<file path="src/rtl/serial_paralelo_sync_if.sv">
// serial_paralelo_sync_if: serial input and parallel word output bundle of the serial-to-parallel converter.
interface serial_paralelo_sync_if #(
    parameter int WIDTH = 8
) ();
    logic             valid;
    logic             data_in;
    logic [WIDTH-1:0] data_out;
    logic             valid_out;
    logic             com_det;
    logic             active;
    modport master (output valid, data_in, input data_out, valid_out, com_det, active);
    modport slave  (input valid, data_in, output data_out, valid_out, com_det, active);
endinterface

</file>
<file path="src/rtl/serial_paralelo_sync.sv">
// serial_paralelo_sync: serial-to-parallel converter with COM-symbol word alignment and lock.
// Define SP_RELOCK_EN to drop lock after IDLE_LIMIT consecutive idle cycles.
module serial_paralelo_sync #(
    parameter int               WIDTH      = 8,
    parameter logic [WIDTH-1:0] COM_SYMBOL = WIDTH'('hBC),
    parameter int               LOCK_COUNT = 4,
    parameter int               IDLE_LIMIT = 16
) (
    input logic                   clk_32f,
    input logic                   reset,
    serial_paralelo_sync_if.slave bus
);
    localparam int BW = $clog2(WIDTH);
    localparam int CW = $clog2(LOCK_COUNT + 1);

    if (WIDTH < 2 || LOCK_COUNT < 1 || IDLE_LIMIT < 1) begin : g_bad_param
        $error("serial_paralelo_sync: invalid parameters");
    end

    typedef enum logic [1:0] {HUNT, ALIGN, LOCKED} state_t;

    state_t           state_q, state_d;
    logic [WIDTH-1:0] sr_q, sr_d;
    logic [BW-1:0]    bit_cnt_q, bit_cnt_d;
    logic [CW-1:0]    com_cnt_q, com_cnt_d;
    logic [WIDTH-1:0] data_out_q, data_out_d;
    logic             valid_out_q, valid_out_d;
    logic             com_det_q, com_det_d;
    logic [WIDTH-1:0] nxt;
    logic             word_done;
    logic             is_com;
    logic             idle_hit;

`ifdef SP_RELOCK_EN
    localparam int IW = $clog2(IDLE_LIMIT + 1);
    logic [IW-1:0] idle_cnt_q;
    logic [IW-1:0] idle_cnt_d;
    assign idle_cnt_d = (state_q == LOCKED && !bus.valid) ? idle_cnt_q + 1'b1 : '0;
    assign idle_hit   = idle_cnt_d == IW'(IDLE_LIMIT);
    always_ff @(posedge clk_32f or negedge reset)
        if (!reset) idle_cnt_q <= '0;
        else        idle_cnt_q <= idle_hit ? '0 : idle_cnt_d;
`else
    assign idle_hit = 1'b0;
`endif

    assign nxt       = {sr_q[WIDTH-2:0], bus.data_in};
    assign word_done = bit_cnt_q == BW'(WIDTH - 1);
    assign is_com    = nxt == COM_SYMBOL;

    always_comb begin
        state_d     = state_q;
        sr_d        = sr_q;
        bit_cnt_d   = bit_cnt_q;
        com_cnt_d   = com_cnt_q;
        data_out_d  = data_out_q;
        valid_out_d = 1'b0;
        com_det_d   = 1'b0;
        if (bus.valid) begin
            sr_d = nxt;
            // HUNT searches bit by bit; ALIGN/LOCKED only look at word boundaries
            case (state_q)
                HUNT: if (is_com) begin
                    bit_cnt_d = '0;
                    com_cnt_d = CW'(1);
                    state_d   = (LOCK_COUNT == 1) ? LOCKED : ALIGN;
                end
                ALIGN: begin
                    bit_cnt_d = word_done ? '0 : bit_cnt_q + 1'b1;
                    if (word_done) begin
                        com_cnt_d = is_com ? com_cnt_q + 1'b1 : '0;
                        state_d   = !is_com ? HUNT : (com_cnt_q + 1'b1 == CW'(LOCK_COUNT)) ? LOCKED : ALIGN;
                    end
                end
                LOCKED: begin
                    bit_cnt_d = word_done ? '0 : bit_cnt_q + 1'b1;
                    if (word_done) begin
                        data_out_d  = nxt;
                        com_det_d   = is_com;
                        valid_out_d = !is_com;
                    end
                end
                default: state_d = HUNT;
            endcase
        end
        if (idle_hit) begin
            state_d   = HUNT;
            sr_d      = '0;
            bit_cnt_d = '0;
            com_cnt_d = '0;
        end
    end

    always_ff @(posedge clk_32f or negedge reset)
        if (!reset) begin
            state_q     <= HUNT;
            sr_q        <= '0;
            bit_cnt_q   <= '0;
            com_cnt_q   <= '0;
            data_out_q  <= '0;
            valid_out_q <= 1'b0;
            com_det_q   <= 1'b0;
        end else begin
            state_q     <= state_d;
            sr_q        <= sr_d;
            bit_cnt_q   <= bit_cnt_d;
            com_cnt_q   <= com_cnt_d;
            data_out_q  <= data_out_d;
            valid_out_q <= valid_out_d;
            com_det_q   <= com_det_d;
        end

    assign bus.data_out  = data_out_q;
    assign bus.valid_out = valid_out_q;
    assign bus.com_det   = com_det_q;
    assign bus.active    = state_q == LOCKED;
endmodule
</file>
<file path="src/flat_wrapper.sv">
// flat-port wrapper written by rule: the top's interface ports become plain ports
module serial_paralelo_sync_flat 
#(
    parameter int               WIDTH      = 8,
    parameter logic [WIDTH-1:0] COM_SYMBOL = WIDTH'('hBC),
    parameter int               LOCK_COUNT = 4,
    parameter int               IDLE_LIMIT = 16
)
  (clk_32f, reset, bus_valid, bus_data_in, bus_data_out, bus_valid_out, bus_com_det, bus_active);
  serial_paralelo_sync_if #(.WIDTH(WIDTH)) bus_i ();
  input logic clk_32f;
  input logic reset;
  input wire logic [$bits(bus_i.valid)-1:0] bus_valid;
  input wire logic [$bits(bus_i.data_in)-1:0] bus_data_in;
  output wire logic [$bits(bus_i.data_out)-1:0] bus_data_out;
  output wire logic [$bits(bus_i.valid_out)-1:0] bus_valid_out;
  output wire logic [$bits(bus_i.com_det)-1:0] bus_com_det;
  output wire logic [$bits(bus_i.active)-1:0] bus_active;
  assign bus_i.valid = bus_valid;
  assign bus_i.data_in = bus_data_in;
  assign bus_data_out = bus_i.data_out;
  assign bus_valid_out = bus_i.valid_out;
  assign bus_com_det = bus_i.com_det;
  assign bus_active = bus_i.active;
  serial_paralelo_sync #(.WIDTH(WIDTH), .COM_SYMBOL(COM_SYMBOL), .LOCK_COUNT(LOCK_COUNT), .IDLE_LIMIT(IDLE_LIMIT)) u_core (.clk_32f(clk_32f), .reset(reset), .bus(bus_i));
endmodule
</file>
<file path="config.mk">
export PLATFORM = sky130hd
export DESIGN_NAME = serial_paralelo_sync_flat
export DESIGN_NICKNAME = d
export VERILOG_FILES = /design/src/rtl/serial_paralelo_sync_if.sv /design/src/rtl/serial_paralelo_sync.sv /design/src/flat_wrapper.sv
export SDC_FILE = /design/constraint.sdc
export NUM_CORES = 1
export LEC_CHECK = 0
export BUFFER_PORTS_ARGS = -buffer_cell sky130_fd_sc_hd__buf_4
export CAP_MARGIN = 20
export CELL_PAD_IN_SITES_DETAIL_PLACEMENT = 2
export CELL_PAD_IN_SITES_GLOBAL_PLACEMENT = 2
export CORE_ASPECT_RATIO = 0.75
export CORE_MARGIN = 3
export CORE_UTILIZATION = 35
export CTS_BUF_LIST = sky130_fd_sc_hd__clkbuf_4 sky130_fd_sc_hd__clkbuf_8
export CTS_CLUSTER_SIZE = 25
export DETAILED_ROUTE_END_ITERATION = 12
export PLACE_DENSITY = 0.69
export REMOVE_ABC_BUFFERS = 1
export SLEW_MARGIN = 25
export SYNTH_ARGS = -nofsm -noshare
export SYNTH_HDL_FRONTEND = slang
export SYNTH_SLANG_ARGS = --single-unit
</file>
<file path="constraint.sdc">
create_clock -name clk_32f -period 3.33 [get_ports clk_32f]
set_input_delay 0.999 -clock clk_32f [delete_from_list [all_inputs] [get_ports clk_32f]]
set_output_delay 0.999 -clock clk_32f [all_outputs]
set_load 0.02 [all_outputs]
</file>
==> run metrics, run 1 <==
Detailed Routing Iterations Pass 1=4; final setup fails=0; Worst Hold Class=reg2reg; Unique masters post-synth=27; IO buf count=14; Overall Power=762 uW; synthesized instance count=89; placed insts=140; vias in the first global route=797; cell area after synthesis=about 1100 sq um; GRT Util Overall=13.4%; Worst setup EP type=register; TNS Setup=0 ns; instance area at placement=between 1000 and 1500 sq um; crit path capture=u_core.state_q[1]; core area=3040 sq um; Peak VDD IR=217 uV; TritonCTS clock tree=done; adder-cell share of the synthesized area=7.62%; DRT iter0 DRCs=28; post-synthesis sequential area ratio=54.4%; mux cell area share after synthesis=14.7%; crit-path max FO=6; Post-Syn Area per Cell=12.9 sq um; reg2reg end=u_core.state_q[1]; Yosys top cell by area=dfrtp_1; Final Hold Vio Count=0; Top Ports=15; CTS H-tree depth=1; TritonCTS buffer count=3; Post-CTS Setup Inserts=0; unrepaired setup endpoints after global routing=false; Synth top area share=54.4%; Worst R2R Start=u_core.sr_q[5]; flop-to-flop setup slack=1.45 ns; largest net degree at the start of global routing=26; most frequent cells after synthesis=dfrtp_1 (25), mux2_2 (15), ha_1 (7); crit path DAT=2.37 ns; GR Overflow Total=0; Worst Setup Start Kind=input port; clk_lat worst skew=about 0.27 ns; actual slew at the worst max-slew pin=0.962 ns; Clock Tree Buf Depth=2; main combinational cell family by area after synthesis=multiplexers; Leak=0.667 nW; synth top area cells=dfrtp_1 (54%), mux2_2 (15%), ha_1 (7.6%); cts repair resizes=0; CTS Root Cell=clkbuf_8; multi-input logic area=a little under 500 sq um; Critical path origin=bus_data_in; Synth Area in Simple Gates=8.60%; Worst-path clk slew=0.09 ns; number of synthesis warnings=0; CTS sink count=25; final worst path period need=about 2.2 ns; max-cap violation count=0; number of core rows=17; first-pass GRT wire length=approximately 4.2 mm; ys flop type=dfrtp_1; count leader, synth=dfrtp_1; fmax=0.457 GHz; Starting Density=37.8%; WP data required=3.51 ns; share of post-route cells with drive strength above 1=33.0%; # DRC=0; CP Class=in2reg; Area Growth Syn to Fin=16.9%; FF+latch area=approximately 630 sq um; GPL Wtd Cong=0.749; die area=4020 sq um; Tcrit/Tclk final=65.7%; post-synthesis compound-gate area fraction=12.3%; FF+latch count, synth=25; initial antenna violation count=0; status=finished, final reports clean; Die X=between 70 and 80 um; skew final=slightly above 0.009 ns; # fillers=312; WL per Instance=16.8 um; Post-synth ARST share=100%; post-route ant nets=0; die height=between 50 and 60 um; EDFF count, synth=0; fin nets=118; hold buffer count at CTS=0; DR vias=755; pwr dens=567 nW/um^2; Total Wirelength=2.43 mm; final instance area=1340 sq um; Ant. Diodes=0; DP Wirelength=1.85 mm; worst rel slew slack=a little over a third; xor/xnor share of the synthesized area=0%; Final Instance Count excl. Fillers=144; Slew Limit Fails=0; reg2reg path depth=4; vias per cell=5.24
[registers in the layout (all words and copies together), names as in the netlist]
signal,flops
u_core.bus.data_out,8
u_core.sr_q,7
u_core.bit_cnt_q,3
u_core.com_cnt_q,3
u_core.state_q,2
u_core.bus.com_det,1
u_core.bus.valid_out,1
[stage by stage]
stage	hold slack (ns)	setup slack [ns]	util, %
final	0.512	1.14	44.2
after detailed placement	0.496	0.844	42.7
after floorplan	0.470	1.27	-
after CTS	0.517	1.13	44.2
after global placement	0.477	0.859	42.7
after global routing	0.538	0.981	44.2
[layout make-up]
cell class | count | area share, %
sequential | 25 | 46.6
multi-input combinational | 57 | 37.0
timing repair buffer | 14 | 7.82
tap | 38 | 3.54
clock buffer | 3 | 3.07
inverter | 6 | 1.68
clock inverter | 1 | 0.372
[where the power goes]
part           internal, mW  switching, mW
clock                0.0837         0.0957
combinational        0.0834          0.107
sequential            0.346         0.0456
[cell usage in the layout, fill, tap and decap left out, drive strengths merged]
cell	instances
a21boi	1
a21oi	2
a22o	2
a311oi	1
a31oi	1
a32o	1
a41oi	1
and3	1
buf	14
clkbuf	3
clkinv	1
dfrtp	25
ha	7
inv	6
mux2	15
nand2	3
nand3	1
nand4	1
nand4b	1
nor2	4
nor2b	2
nor4	1
o211ai	1
o21ai	3
o31ai	4
o41a	1
o41ai	1
or2	1
or3	1
[worst min path at each step]
stage	startpoint	endpoint	slack (ns)	depth (start not counted)
finish	u_core.bus.data_out[6]	u_core.bus.data_out[6]	0.51	1
global route	u_core.bus.data_out[0]	u_core.bus.data_out[0]	0.54	1
CTS	u_core.bus.data_out[6]	u_core.bus.data_out[6]	0.52	1
detailed placement	u_core.bus.data_out[6]	u_core.bus.data_out[6]	0.50	1
global placement	u_core.bit_cnt_q[1]	u_core.bit_cnt_q[1]	0.48	1
floorplan	u_core.bit_cnt_q[1]	u_core.bit_cnt_q[1]	0.47	1
[metal layers]
| metal | global-route usage, % | vias to the layer above | routed length [um] |
|---|---|---|---|
| met1 | 19.8 | 374 | 1260 |
| met5 | 0 | - | 0 |
| met2 | 19.3 | 12 | 1040 |
| li1 | - | 365 | - |
| met3 | 3.79 | 4 | 108 |
| met4 | 3.22 | 0 | 21 |
[worst max-delay path, stage by stage]
cell and delay (ns):
buf_4 0.13, nor4_1 0.82, nand2_1 0.16, o31ai_1 0.27
[kinds of logic after synthesis]
kind of cell,count (synthesis)
simple gates,16
fa+ha+maj,7
compound gates,19
mux,15
buf+inv,7
flops,25
No activity file was read; power rests on OpenSTA's default activity.
==> inputs of run 2 (changes only) <==
ABC_AREA = 1   (was default)
CORE_UTILIZATION = 33   (was 35)
PLACE_DENSITY = 0.74   (was 0.69)
clock period = 1.9 ns   (was 3.33 ns; I/O delays follow)
==> run metrics, run 2 <==
status=finished, final reports clean; post-synthesis sequential area ratio=about half; Die X=approximately 77 um; fmax=0.576 GHz; Critical path origin=u_core.state_q[0]; PnR worst setup slack=0.163 ns; max reg flops=8; Flop pwr share=46.2%; Yosys top cell by area=dfrtp_1; Worst Setup Start Kind=register; core area=~3500 sq um; DRT iter0 DRCs=21; most frequent cells after synthesis=nand2_1 (40), dfrtp_1 (25), o21ai_1 (16); FF+latch area=626 sq um; TritonCTS buffer count=3; Leak=0.714 nW; CP Class=reg2out; number of core rows=18; skew final=0.00454 ns; commonest non-fill, non-tap cells in the layout=nand2_1 (40), dfrtp_1 (25), o21ai_1 (16); placed insts=202; TritonCTS clock tree=done; FF+latch count, synth=25; hold buffer count at CTS=0; Clock Tree Buf Depth=2; main combinational cell family by area after synthesis=simple AND/OR/NAND/NOR gates; share of post-route cells with drive strength above 1=between 20 and 25%; final worst path period need=about 1.7 ns; crit path DAT=between 1 and 1.5 ns; Post-Syn Area per Cell=8.93 sq um; Unique masters post-synth=23; clk_lat worst skew=0.27 ns; # fillers=approximately 420; Sw Ratio=36.2%; EDFF count, synth=0; WL per Instance=14.3 um; Overall Power=1.39 mW; Top Ports=15; Synth Area in Simple Gates=26.1%; Detailed Routing Iterations Pass 1=3; Area Growth Syn to Fin=15.6%; Starting Density=36.3%; WP data required=1.33 ns; Worst-path clk slew=0.09 ns; vias in the first global route=1106; ys flop type=dfrtp_1; switching pwr=505 uW; vias per cell=4.67; multi-input logic area=between 500 and 600 sq um; cts repair resizes=0; Final Hold Vio Count=0; Total Wirelength=2.95 mm; Ant. Diodes=0; count leader, synth=nand2_1; mux cell area share after synthesis=0%; Peak VDD IR=378 uV; clock power share=22.7%; # DRC=0; Tcrit/Tclk final=91.4%; Power Internal=a little under 900 uW; pwr dens=around 960 nW/um^2; Synth top area share=49.7%; GR Overflow Total=0; Worst R2R Start=u_core.state_q[0]; Worst Hold Class=in2async; CTS Root Cell=clkbuf_8; Hold WS=between 0.15 and 0.2 ns; TNS Setup=0 ns; adder-cell share of the synthesized area=6.96%; GRT Util Overall=about 15%; Final Instance Count excl. Fillers=between 200 and 250; worst rel slew slack=74.6%; first-pass GRT wire length=5.20 mm; combinational fraction of design power=31.1%; initial antenna violation count=0; Post-synth ARST share=100%; number of synthesis warnings=0; Slew Limit Fails=0; die area=4600 sq um; actual slew at the worst max-slew pin=0.380 ns; IO buf count=14; cell area after synthesis=1260 sq um; largest net degree at the start of global routing=26; most common cell after layout, fill and taps aside=nand2_1; GPL Wtd Cong=0.722; max-cap violation count=0; xor/xnor share of the synthesized area=0%; DP Wirelength=between 2 and 2.5 mm; die height=59.5 um; post-synthesis compound-gate area fraction=10.4%; crit-path max FO=3; DR vias=around 960; final setup fails=0; Worst setup EP type=output port; synthesized instance count=141; synth top area cells=dfrtp_1 (50%), nand2_1 (12%), ha_1 (7.0%); CTS H-tree depth=1; Post-CTS Setup Inserts=0; fin nets=168; CTS sink count=25; post-route ant nets=0; unrepaired setup endpoints after global routing=false; worst slack, placed=0.339 ns
run 2: final timing paths:
kind / endpoint / slack [ns] / depth (start not counted)
max in group asynchronous: u_core.state_q[0] / 1.47 / 1
max reg2reg: u_core.bit_cnt_q[0] / 0.42 / 6
min reg2reg: u_core.bus.data_out[2] / 0.50 / 2
min in group clk_32f: u_core.bus.data_out[2] / 0.50 / 2
min: u_core.bus.data_out[0] / 0.19 / 1
max: bus_active / 0.16 / 3
run 2: power by group through the flow:
| stage | logic, mW | registers, mW | clock network [mW] |
|---|---|---|---|
| after floorplan | 0.331 | 0.637 | 0 |
| after global placement | 0.404 | 0.647 | 0 |
| after detailed placement | 0.433 | 0.654 | 0 |
| after CTS | 0.446 | 0.644 | 0.328 |
| after global routing | 0.492 | 0.651 | 0.356 |
| final | 0.433 | 0.644 | 0.316 |
run 2: layer usage:
metal / part of all wire (%) / global-route usage [%]
met5: 0 / 0
met4: 0.44 / 2.28
met2: 51 / 27.6
met1: 46 / 17.1
met3: 3.1 / 4.26
run 2: cell families (layout without fill, tap and decap cells):
logic type | after synthesis | count (layout)
buffers and inverters | 21 | 36
AOI/OAI and AO/OA | 24 | 24
DFF | 25 | 25
and+or+nand+nor | 64 | 64
adders and majority gates | 7 | 7
run 2: critical path, cell delays in order (launching register included):
cell     delay, ns
dfrtp_1       0.41
inv_1         0.09
ha_1          0.22
buf_4         0.17
run 2: area by class of cell:
type                            count  area share (%)
Timing Repair Buffer               14            7.22
Inverter                           18            4.64
Tap cell                           50            4.30
Clock buffer                        3            2.84
Sequential cell                    25            43.0
Clock inverter                      1           0.344
Multi-Input combinational cell     95            37.7
run 2: stage by stage:
step | cell area [sq um] | utilization, %
floorplan | 1240 | -
global placement | 1410 | 40.6
detailed placement | 1410 | 40.6
CTS | 1460 | 42.0
global route | 1460 | 42.0
finish | 1460 | 42.0
==> inputs of run 3 (changes only) <==
ABC_AREA = default   (was 1)
CORE_UTILIZATION = 35   (was 33)
PLACE_DENSITY = 0.71   (was 0.74)
==> run metrics, run 3 (synthesis gave the netlist of run 1 again) <==
TNS Setup=0 ns; worst slack, placed=just under 0.1 ns; CP max stage delay=about 0.39 ns; vias in the first global route=slightly below 900; core area=between 3000 and 4000 sq um; DRT iter0 DRCs=37; Leak=0.695 nW; GRT Util Overall=14.2%; max reg flops=8; actual slew at the worst max-slew pin=0.400 ns; max-cap violation count=0; initial antenna violation count=0; CTS Root Cell=clkbuf_8; status=finished, final reports clean; final worst path period need=1.78 ns; Starting Density=37.8%; Tcrit/Tclk final=93.5%; hold buffer count at CTS=0; Final Hold Vio Count=0; WL per Instance=around 17 um; skew final=0.00293 ns; crit-path max FO=5; flop-to-flop setup slack=0.25 ns; die area=roughly 4000 sq um; CTS H-tree depth=1; TritonCTS buffer count=3; vias per cell=between 5 and 6; Slew Limit Fails=0; final instance area=1390 sq um; Worst Hold Class=in2async; TritonCTS clock tree=done; DR vias=765; worst rel slew slack=73.2%; most common cell after layout, fill and taps aside=dfrtp_1; PnR worst setup slack=0.124 ns; crit path buf inv count=2; final setup fails=0; fmax=between 0.5 and 0.6 GHz; instance area at placement=approximately 1300 sq um; GR Overflow Total=0; first-pass GRT wire length=roughly 4.4 mm; Detailed Routing Iterations Pass 1=3; CTS sink count=25; delay-heaviest family, CP=flip-flops; clk_lat worst skew=0.26 ns; post-route ant nets=0; crit path DAT=1.21 ns; Total Wirelength=2.61 mm; unrepaired setup endpoints after global routing=false; share of post-route cells with drive strength above 1=between 30% and 40%; Peak VDD IR=448 uV; IO buf count=14; Die X=72.2 um; cts repair resizes=0; DP Wirelength=slightly below 2 mm; Hold WS=~0.19 ns; Post-CTS Setup Inserts=0; Worst Setup Start Kind=register; die height=between 50 and 60 um; Area Growth Syn to Fin=21.2%; Clock Tree Buf Depth=2; pwr dens=1010 nW/um^2; Top Ports=15; Worst-path clk slew=0.08 ns; WP data required=1.33 ns; # fillers=about 330; commonest non-fill, non-tap cells in the layout=dfrtp_1 (25), buf_4 (20), mux2_2 (15); fin nets=124; critical path, cell by cell=inv_1 -> ha_2 -> buf_4; CP Class=reg2out; Ant. Diodes=0; number of core rows=17; Worst setup EP type=output port; # DRC=0; GPL Wtd Cong=0.784; largest net degree at the start of global routing=26; CP max stage cell=dfrtp_1
==> run 3: per-layer routing <==
metal | part of all wire (%) | track usage (%) | wire length [um]
met3 | 3.1 | 3.79 | 81
met4 | 0.46 | 1.61 | 12
met2 | 48 | 22.6 | 1260
met1 | 48 | 20.0 | 1250
met5 | 0 | 0 | 0
==> run 3: stage by stage <==
stage	power [mW]	instances	util [%]
CTS	1.43	150	45.7
floorplan	0.916	88	-
finish	1.41	150	45.8
global placement	1.07	146	44.1
detailed placement	1.09	146	44.1
global route	1.50	150	45.8
==> run 3: area by class of cell <==
type	instances	area (sq um)	share of cell area, %
Clock buffer	4	48.8	3.50
Inverter	6	22.5	1.62
Multi-Input combinational cell	57	499	35.8
Sequential cell	25	626	44.9
Tap cell	38	47.5	3.41
Timing Repair Buffer	20	150	10.8
==> run 3: path summary, 6_finish.rpt <==
path | depth (start not counted) | end | startpoint
min reg2reg | 1 | u_core.bus.data_out[0] | u_core.bus.data_out[0]
max reg2reg | 6 | u_core.bit_cnt_q[1] | u_core.state_q[0]
max | 3 | bus_active | u_core.state_q[0]
max in group asynchronous | 1 | u_core.bus.data_out[4] | reset
min in group clk_32f | 1 | u_core.bus.data_out[0] | u_core.bus.data_out[0]
min | 1 | u_core.bus.valid_out | reset
==> run 3: report_power, final <==
part	total, mW	switching, mW	internal, mW	leakage [nW]
registers	0.681	0.0743	0.607	0.329
clock network	0.323	0.159	0.164	0.0262
logic	0.405	0.212	0.193	0.340
